## src/rtl/bus_arbiter.sv

```systemverilog
// Round-robin arbiter for the shared serial bus: grants one master, shifts in a
// serial slave-ID prefix, then holds that slave's AD_SEL for the transaction.
module bus_arbiter #(
  parameter int N_MASTERS = 2,
  parameter int N_SLAVES  = 3,
  parameter int SID_W     = 2,
  parameter int TIMEOUT   = 16
) (
  input  logic                 CLK,
  input  logic                 RSTN,
  input  logic [N_MASTERS-1:0] M_REQ,
  output logic [N_MASTERS-1:0] M_GRANT,
  input  logic                 B_BUS_OUT,
  input  logic [N_SLAVES-1:0]  S_SBSY,
  output logic [N_SLAVES-1:0]  AD_SEL,
  output logic                 B_SBSY,
  output logic                 ARB_ERR,
  output logic                 ARB_BUSY,
  output logic [2:0]           DBG_STATE
);

  localparam int MW = (N_MASTERS > 1) ? $clog2(N_MASTERS) : 1;
  localparam int CW = $clog2(SID_W + 1);
  localparam int TW = (TIMEOUT > 1) ? $clog2(TIMEOUT) : 1;

  // M_REQ/M_GRANT is a level request/grant pair: a master owns the bus from the
  // cycle M_GRANT is high until it drops M_REQ and the arbiter clears M_GRANT.
  typedef enum logic [2:0] {
    ST_IDLE    = 3'd0,
    ST_SID     = 3'd1,
    ST_SELECT  = 3'd2,
    ST_WAITBSY = 3'd3,
    ST_RELEASE = 3'd4
  } state_t;

  state_t               state_q, state_d;
  logic [N_MASTERS-1:0] grant_d;
  logic [N_SLAVES-1:0]  sel_d;
  logic                 err_d;
  logic [MW-1:0]        rr_q, rr_d;
  logic [SID_W-1:0]     sid_q, sid_d;
  logic [CW-1:0]        bit_q, bit_d;
  logic [TW-1:0]        tcnt_q, tcnt_d;
  logic                 seen_q, seen_d;

  logic                 win_found;
  logic [MW-1:0]        win_idx;
  logic [N_MASTERS-1:0] win_onehot;
  logic [N_SLAVES-1:0]  sid_onehot;
  logic                 owner_req;
  logic                 sel_busy;
  logic                 sid_valid;

  // First requester at or after the round-robin pointer.
  always_comb begin
    win_found = 1'b0;
    win_idx   = '0;
    for (int i = 0; i < N_MASTERS; i++) begin
      for (int m = 0; m < N_MASTERS; m++) begin
        if (!win_found && M_REQ[m] && (m == (int'(rr_q) + i) % N_MASTERS)) begin
          win_found = 1'b1;
          win_idx   = MW'(m);
        end
      end
    end
  end

  always_comb begin
    win_onehot = '0;
    for (int m = 0; m < N_MASTERS; m++) win_onehot[m] = (win_idx == MW'(m));
    sid_onehot = '0;
    for (int s = 0; s < N_SLAVES; s++) sid_onehot[s] = (sid_q == SID_W'(s));
  end

  // M_GRANT identifies the owner and AD_SEL the selected slave, so masking
  // avoids separate owner/slave index registers.
  assign owner_req = |(M_REQ & M_GRANT);
  assign sel_busy  = |(S_SBSY & AD_SEL);
  assign sid_valid = (32'(sid_q) < N_SLAVES);

  always_comb begin
    state_d = state_q;
    grant_d = M_GRANT;
    sel_d   = AD_SEL;
    err_d   = 1'b0;
    rr_d    = rr_q;
    sid_d   = sid_q;
    bit_d   = bit_q;
    tcnt_d  = tcnt_q;
    seen_d  = seen_q;
    case (state_q)
      ST_IDLE: begin
        if (win_found) begin
          grant_d = win_onehot;
          rr_d    = (win_idx == MW'(N_MASTERS - 1)) ? '0 : win_idx + MW'(1);
          sid_d   = '0;
          bit_d   = '0;
          state_d = ST_SID;
        end
      end
      ST_SID: begin
        if (!owner_req) begin
          state_d = ST_RELEASE;
        end else if (bit_q != CW'(SID_W)) begin
          sid_d = (sid_q << 1) | SID_W'(B_BUS_OUT);
          bit_d = bit_q + CW'(1);
        end else if (sid_valid) begin
          state_d = ST_SELECT;
        end else begin
          err_d   = 1'b1;
          state_d = ST_RELEASE;
        end
      end
      ST_SELECT: begin
        if (!owner_req) begin
          state_d = ST_RELEASE;
        end else begin
          sel_d   = sid_onehot;
          tcnt_d  = '0;
          seen_d  = 1'b0;
          state_d = ST_WAITBSY;
        end
      end
      ST_WAITBSY: begin
        if (!owner_req) begin
          sel_d   = '0;
          state_d = ST_RELEASE;
        end else if (sel_busy || seen_q) begin
          seen_d = 1'b1;
        end else if (tcnt_q == TW'(TIMEOUT - 1)) begin
          err_d   = 1'b1;
          sel_d   = '0;
          state_d = ST_RELEASE;
        end else begin
          tcnt_d = tcnt_q + TW'(1);
        end
      end
      ST_RELEASE: begin
        sel_d = '0;
        if (!owner_req && (S_SBSY == '0)) begin
          grant_d = '0;
          state_d = ST_IDLE;
        end
      end
      default: begin
        grant_d = '0;
        sel_d   = '0;
        state_d = ST_IDLE;
      end
    endcase
  end

  always_ff @(posedge CLK) begin
    if (!RSTN) begin
      state_q <= ST_IDLE;
      M_GRANT <= '0;
      AD_SEL  <= '0;
      B_SBSY  <= 1'b0;
      ARB_ERR <= 1'b0;
      rr_q    <= '0;
      sid_q   <= '0;
      bit_q   <= '0;
      tcnt_q  <= '0;
      seen_q  <= 1'b0;
    end else begin
      state_q <= state_d;
      M_GRANT <= grant_d;
      AD_SEL  <= sel_d;
      B_SBSY  <= |S_SBSY;
      ARB_ERR <= err_d;
      rr_q    <= rr_d;
      sid_q   <= sid_d;
      bit_q   <= bit_d;
      tcnt_q  <= tcnt_d;
      seen_q  <= seen_d;
    end
  end

  assign ARB_BUSY  = (state_q != ST_IDLE);
  assign DBG_STATE = state_q;

endmodule
```

## config.mk

```make
export PLATFORM = sky130hd
export DESIGN_NAME = bus_arbiter
export DESIGN_NICKNAME = d
export VERILOG_FILES = /design/src/rtl/bus_arbiter.sv
export SDC_FILE = /design/constraint.sdc
export NUM_CORES = 1
export LEC_CHECK = 0
export CELL_PAD_IN_SITES_DETAIL_PLACEMENT = 0
export CELL_PAD_IN_SITES_GLOBAL_PLACEMENT = 1
export CORE_ASPECT_RATIO = 1.4
export CORE_MARGIN = 2
export CORE_UTILIZATION = 37
export DETAILED_ROUTE_END_ITERATION = 7
export DONT_BUFFER_PORTS = 1
export PLACE_DENSITY_LB_ADDON = 0.1
export SETUP_SLACK_MARGIN = 0.4
export SYNTH_ARGS = -nofsm -noshare
export SYNTH_HDL_FRONTEND = slang
export SYNTH_SLANG_ARGS = --single-unit
```

## constraint.sdc

```tcl
create_clock -name CLK -period 2.4 [get_ports CLK]
set_clock_uncertainty 0.2 [all_clocks]
set_input_delay 0.24 -clock CLK [delete_from_list [all_inputs] [get_ports CLK]]
set_output_delay 0.24 -clock CLK [all_outputs]
set_load 0.005 [all_outputs]
```

==> summary.log <==
INFO  critical_path  start_of_the_worst_register_to_register_path=DBG_STATE[1]$_SDFFE_PN0P_
INFO  sta            timing.final.crit_period=1.87ns
INFO  synthesis      synthSimpleGateAreaFrac=27.5%
INFO  global_route   grt_max_degree=16
INFO  die            core.rowCount=23
INFO  clocking       worstSkewPairLatency=0.27ns
INFO  sta            final-max-slew-violation-count=0
INFO  die            floorplan.io_pins=19
INFO  die            placeableCoreArea=2880um2
INFO  global_route   globalRouteMet3Util=3.23%
INFO  synthesis      synth-seq-cells=20
INFO  sta            finalSetupTns=0ns
INFO  min_path       hold_start=M_REQ[0]
INFO  die            fp.dieH=69.3um
INFO  route          detail_route.iter0.violations=37
INFO  power          leakagePower=0.469nW
INFO  clocking       ctsLongestPathBuffers=2
INFO  critical_path  worst-endpoint-required=2.37ns
INFO  critical_path  critPathLaunchType=flop
INFO  global_route   grt_remaining_overflow=0
INFO  synthesis      dominantRegCellSynth=dfxtp_1
INFO  global_route   antenna_found_initial=0
INFO  route          vias=1000
INFO  route          routed_wl=2720um
INFO  synthesis      synth_area=1130um2
INFO  global_route   grt.met2_usage=29.4%
INFO  clocking       cts_num_sinks=20
INFO  die            floorplan.initialDensity=39.2%
INFO  clocking       tritoncts_clock_tree=built
INFO  power          worst_ir_drop_vdd=441uV
INFO  synthesis      synth-warning-count=0
INFO  route          drtPass1Iterations=4
INFO  finish         num_antenna_cells=0
INFO  power          pwr_density_cell=908nW/um2
INFO  run_status     outcome=complete, no violations
INFO  synthesis      yosys-mux-area-fraction=3.66%
INFO  sta            report.final.setup_viol=0
INFO  placement      detailed_place_hpwl=1980um
INFO  critical_path  worst_path_arrival_time=1.84ns
INFO  min_path       type_of_the_worst_min_delay_path=primary input to flop
INFO  placement      gp_routability_congestion=0.716
INFO  critical_path  critical-path-max-stage-delay=0.48ns
INFO  route          ant_nets=0
INFO  global_route   globalRoute.busiestLayer=met2
INFO  sta            maxSlewHeadroom=69.3%
INFO  global_route   grt_pass1_vias=969
INFO  placement      port_buffer_cells=0
INFO  critical_path  critPathSlowestCell=dfxtp_1
INFO  finish         utilization=45.7%
INFO  synthesis      synth_area_per_cell=9.24um2
INFO  sta            top_achievable_clock_speed=534MHz
INFO  global_route   grt_use_total=16.3%
INFO  sta            grt_setup_unrepaired=yes
INFO  sta            timing_worst_slew_pin_value=0.460ns
INFO  synthesis      asyncSetResetFlopFracSynth=0%
INFO  synthesis      synthXorXnorAreaFrac=0%
INFO  critical_path  critPathCaptureType=flop
INFO  finish         design.final.nets=144
INFO  route          drc_errors=0
INFO  clocking       clk_pin_slew_worst_paths=0.09ns
INFO  synthesis      syn_nets=132
INFO  finish         drive_gt1_share=16.5%
INFO  critical_path  critPathLaunch=DBG_STATE[1]$_SDFFE_PN0P_
INFO  critical_path  crit_path_max_fanout=11
INFO  clocking       inserted_clock_buffers=3
INFO  global_route   global_route.usage.met1=18.2%
INFO  finish         area.growth.synth_to_final=16.5%
INFO  synthesis      synth_adder_area_share=2.22%
INFO  critical_path  crit_chain=buf_4 > nand3b_1 > nor3_4 > a211oi_1 > a41o_1
INFO  route          via_per_inst=5.88
INFO  finish         layout.cell_area.non_filler=1310um2
INFO  placement      place_area=1170um2
INFO  sta            timing.final.crit_share=78.1%
INFO  route          wire_per_inst=16.0um
INFO  finish         num-fill-cells=297
INFO  die            die_x=50.7um
INFO  flow_run       cap_viol_max_count=0
INFO  clocking       clock-root-buffer=clkbuf_8
INFO  synthesis      number_of_distinct_standard_cells_referenced_by_the_synthesized_netlist=46
INFO  clocking       number_of_h_tree_levels=1
INFO  synthesis      gate_count_post_synth=122
INFO  critical_path  worstSetupPathType=flop to flop
INFO  synthesis      number_of_flops_mapped_to_enable_cells_by_yosys=0
INFO  critical_path  timing.reg2reg.setup_slack=0.53ns
INFO  die            die_area=3510um2
INFO  synthesis      synth_compound_gate_area_share=26.7%
INFO  global_route   grt_first_pass_wirelength=4420um
INFO  sta            timing_hold_violations_final=0
INFO  finish         stdcell_count=170
INFO  synthesis      largest_family_of_logic_cells_by_synthesized_area=simple AND/OR/NAND/NOR gates
INFO  placement      post-place-cells=159
INFO  synthesis      synth.yosys.seq_area_share=35.5%
final timing paths:
check	endpoint	cells after the start
max reg2reg	DBG_STATE[2]$_SDFFE_PN0P_	5
min reg2reg	bit_q[0]$_SDFFE_PN0P_	1
max	DBG_STATE[2]$_SDFFE_PN0P_	5
min	M_GRANT[1]$_SDFFE_PN0P_	3
repair_timing:
| item | 4_1_cts | 5_1_grt |
|---|---|---|
| buffers inserted | 0 | 0 |
| endpoints found under the hold margin | 8 | 0 |
| gates resized for setup | 2 | 2 |
| hold buffers | 7 | 0 |
| cloned | 0 | 0 |
| pin swaps | 0 | 0 |
| setup endpoints to repair | 2 | 4 |
cells in the final DEF, fill, tap and decap left out, types with 2 or more instances in the layout:
master and instances:
dfxtp_1 18, a21oi_1 12, nand2_1 9, dlygate4sd3_1 7, nor2_1 6, inv_1 5
nand3_1 5, o31ai_1 4, o21ai_0 4, clkbuf_8 4, buf_4 4, nor3_4 3
nand4b_1 3, mux2i_1 3, a211oi_1 3, o41ai_1 3, dfxtp_2 2, nand3b_1 2
or4_1 2, a21boi_1 2, and2_1 2, nand4_1 2, or3_1 2, o21a_1 2
nand2b_1 2, ha_1 2
synthesized netlist by cell type (all sizes together) (2+ instances only):
cell / instances / area, um2
o31ai: 4 / 30.0
ha: 2 / 25.0
nor4: 2 / 18.8
a22oi: 3 / 41.3
dfxtp: 20 / 400
nand2: 9 / 33.8
nand2b: 2 / 12.5
a21oi: 12 / 60.1
or3: 2 / 12.5
or4: 2 / 15.0
inv: 5 / 18.8
and2: 2 / 12.5
nand3b: 2 / 15.0
nand3: 6 / 42.5
nor2: 6 / 22.5
a21boi: 2 / 15.0
o21ai: 4 / 20.0
nand4: 2 / 12.5
a211oi: 3 / 22.5
a31oi: 2 / 18.8
o41ai: 3 / 26.3
o21a: 2 / 15.0
nor3: 4 / 41.3
buf: 3 / 26.3
mux2i: 3 / 30.0
nand4b: 3 / 26.3
area by class of cell:
type / count / area (um2) / area share (%)
inverters: 5 / 18.8 / 1.43
clock buffers: 4 / 55.1 / 4.19
flip-flops and latches: 20 / 403 / 30.7
well taps: 37 / 46.3 / 3.52
multi-input cells: 93 / 691 / 52.6
repair buffers: 11 / 100 / 7.62
report_power, final:
part / internal, W / total (W) / leakage (nW) / switching [W]
Sequential: 0.000378 / 0.000483 / 0.163 / 0.000105
Combinational: 0.000200 / 0.000441 / 0.277 / 0.000241
Clock: 0.000146 / 0.000270 / 0.0288 / 0.000123
Total: 0.000724 / 0.00119 / 0.469 / 0.000469
metal layers:
metal,vias to the layer above,wire [um],share of wire (%)
met4,0,40,1.5
met1,477,1130,42
met3,5,122,4.5
met5,-,0,0
li1,496,-,-
met2,22,1430,52
registers in the layout, summed over array words and instances, names as in the netlist:
signal     cells
AD_SEL         3
rr_q           1
sid_q          2
ARB_ERR        1
M_GRANT        2
B_SBSY         1
DBG_STATE      3
seen_q         1
bit_q          2
tcnt_q         4
critical path: cells and delay by family, from the launching register on:
family	cells	cell delay, ns
AND/OR/NAND/NOR	2	0.45
flip-flops	1	0.48
buffers and inverters	1	0.25
AO/OA/AOI/OAI	2	0.39
per-stage QoR:
stage,worst slack [ns],total power [W],hold slack (ns)
after detailed placement,0.390,0.000899,0.183
final,0.526,0.00119,0.0130
after global routing,0.396,0.00126,0.0334
after CTS,0.432,0.00119,0.0217
after floorplan,0.674,0.000811,0.176
after global placement,0.429,0.000897,0.180
kinds of logic (layout without fill, tap and decap cells):
logic type / Yosys count / after routing
DFF: 20 / 20
adders and majority gates: 2 / 2
buffers and inverters: 9 / 20
muxes: 4 / 4
and+or+nand+nor: 47 / 47
AOI/OAI and AO/OA: 40 / 40
No activity file was read; power rests on OpenSTA's default activity.
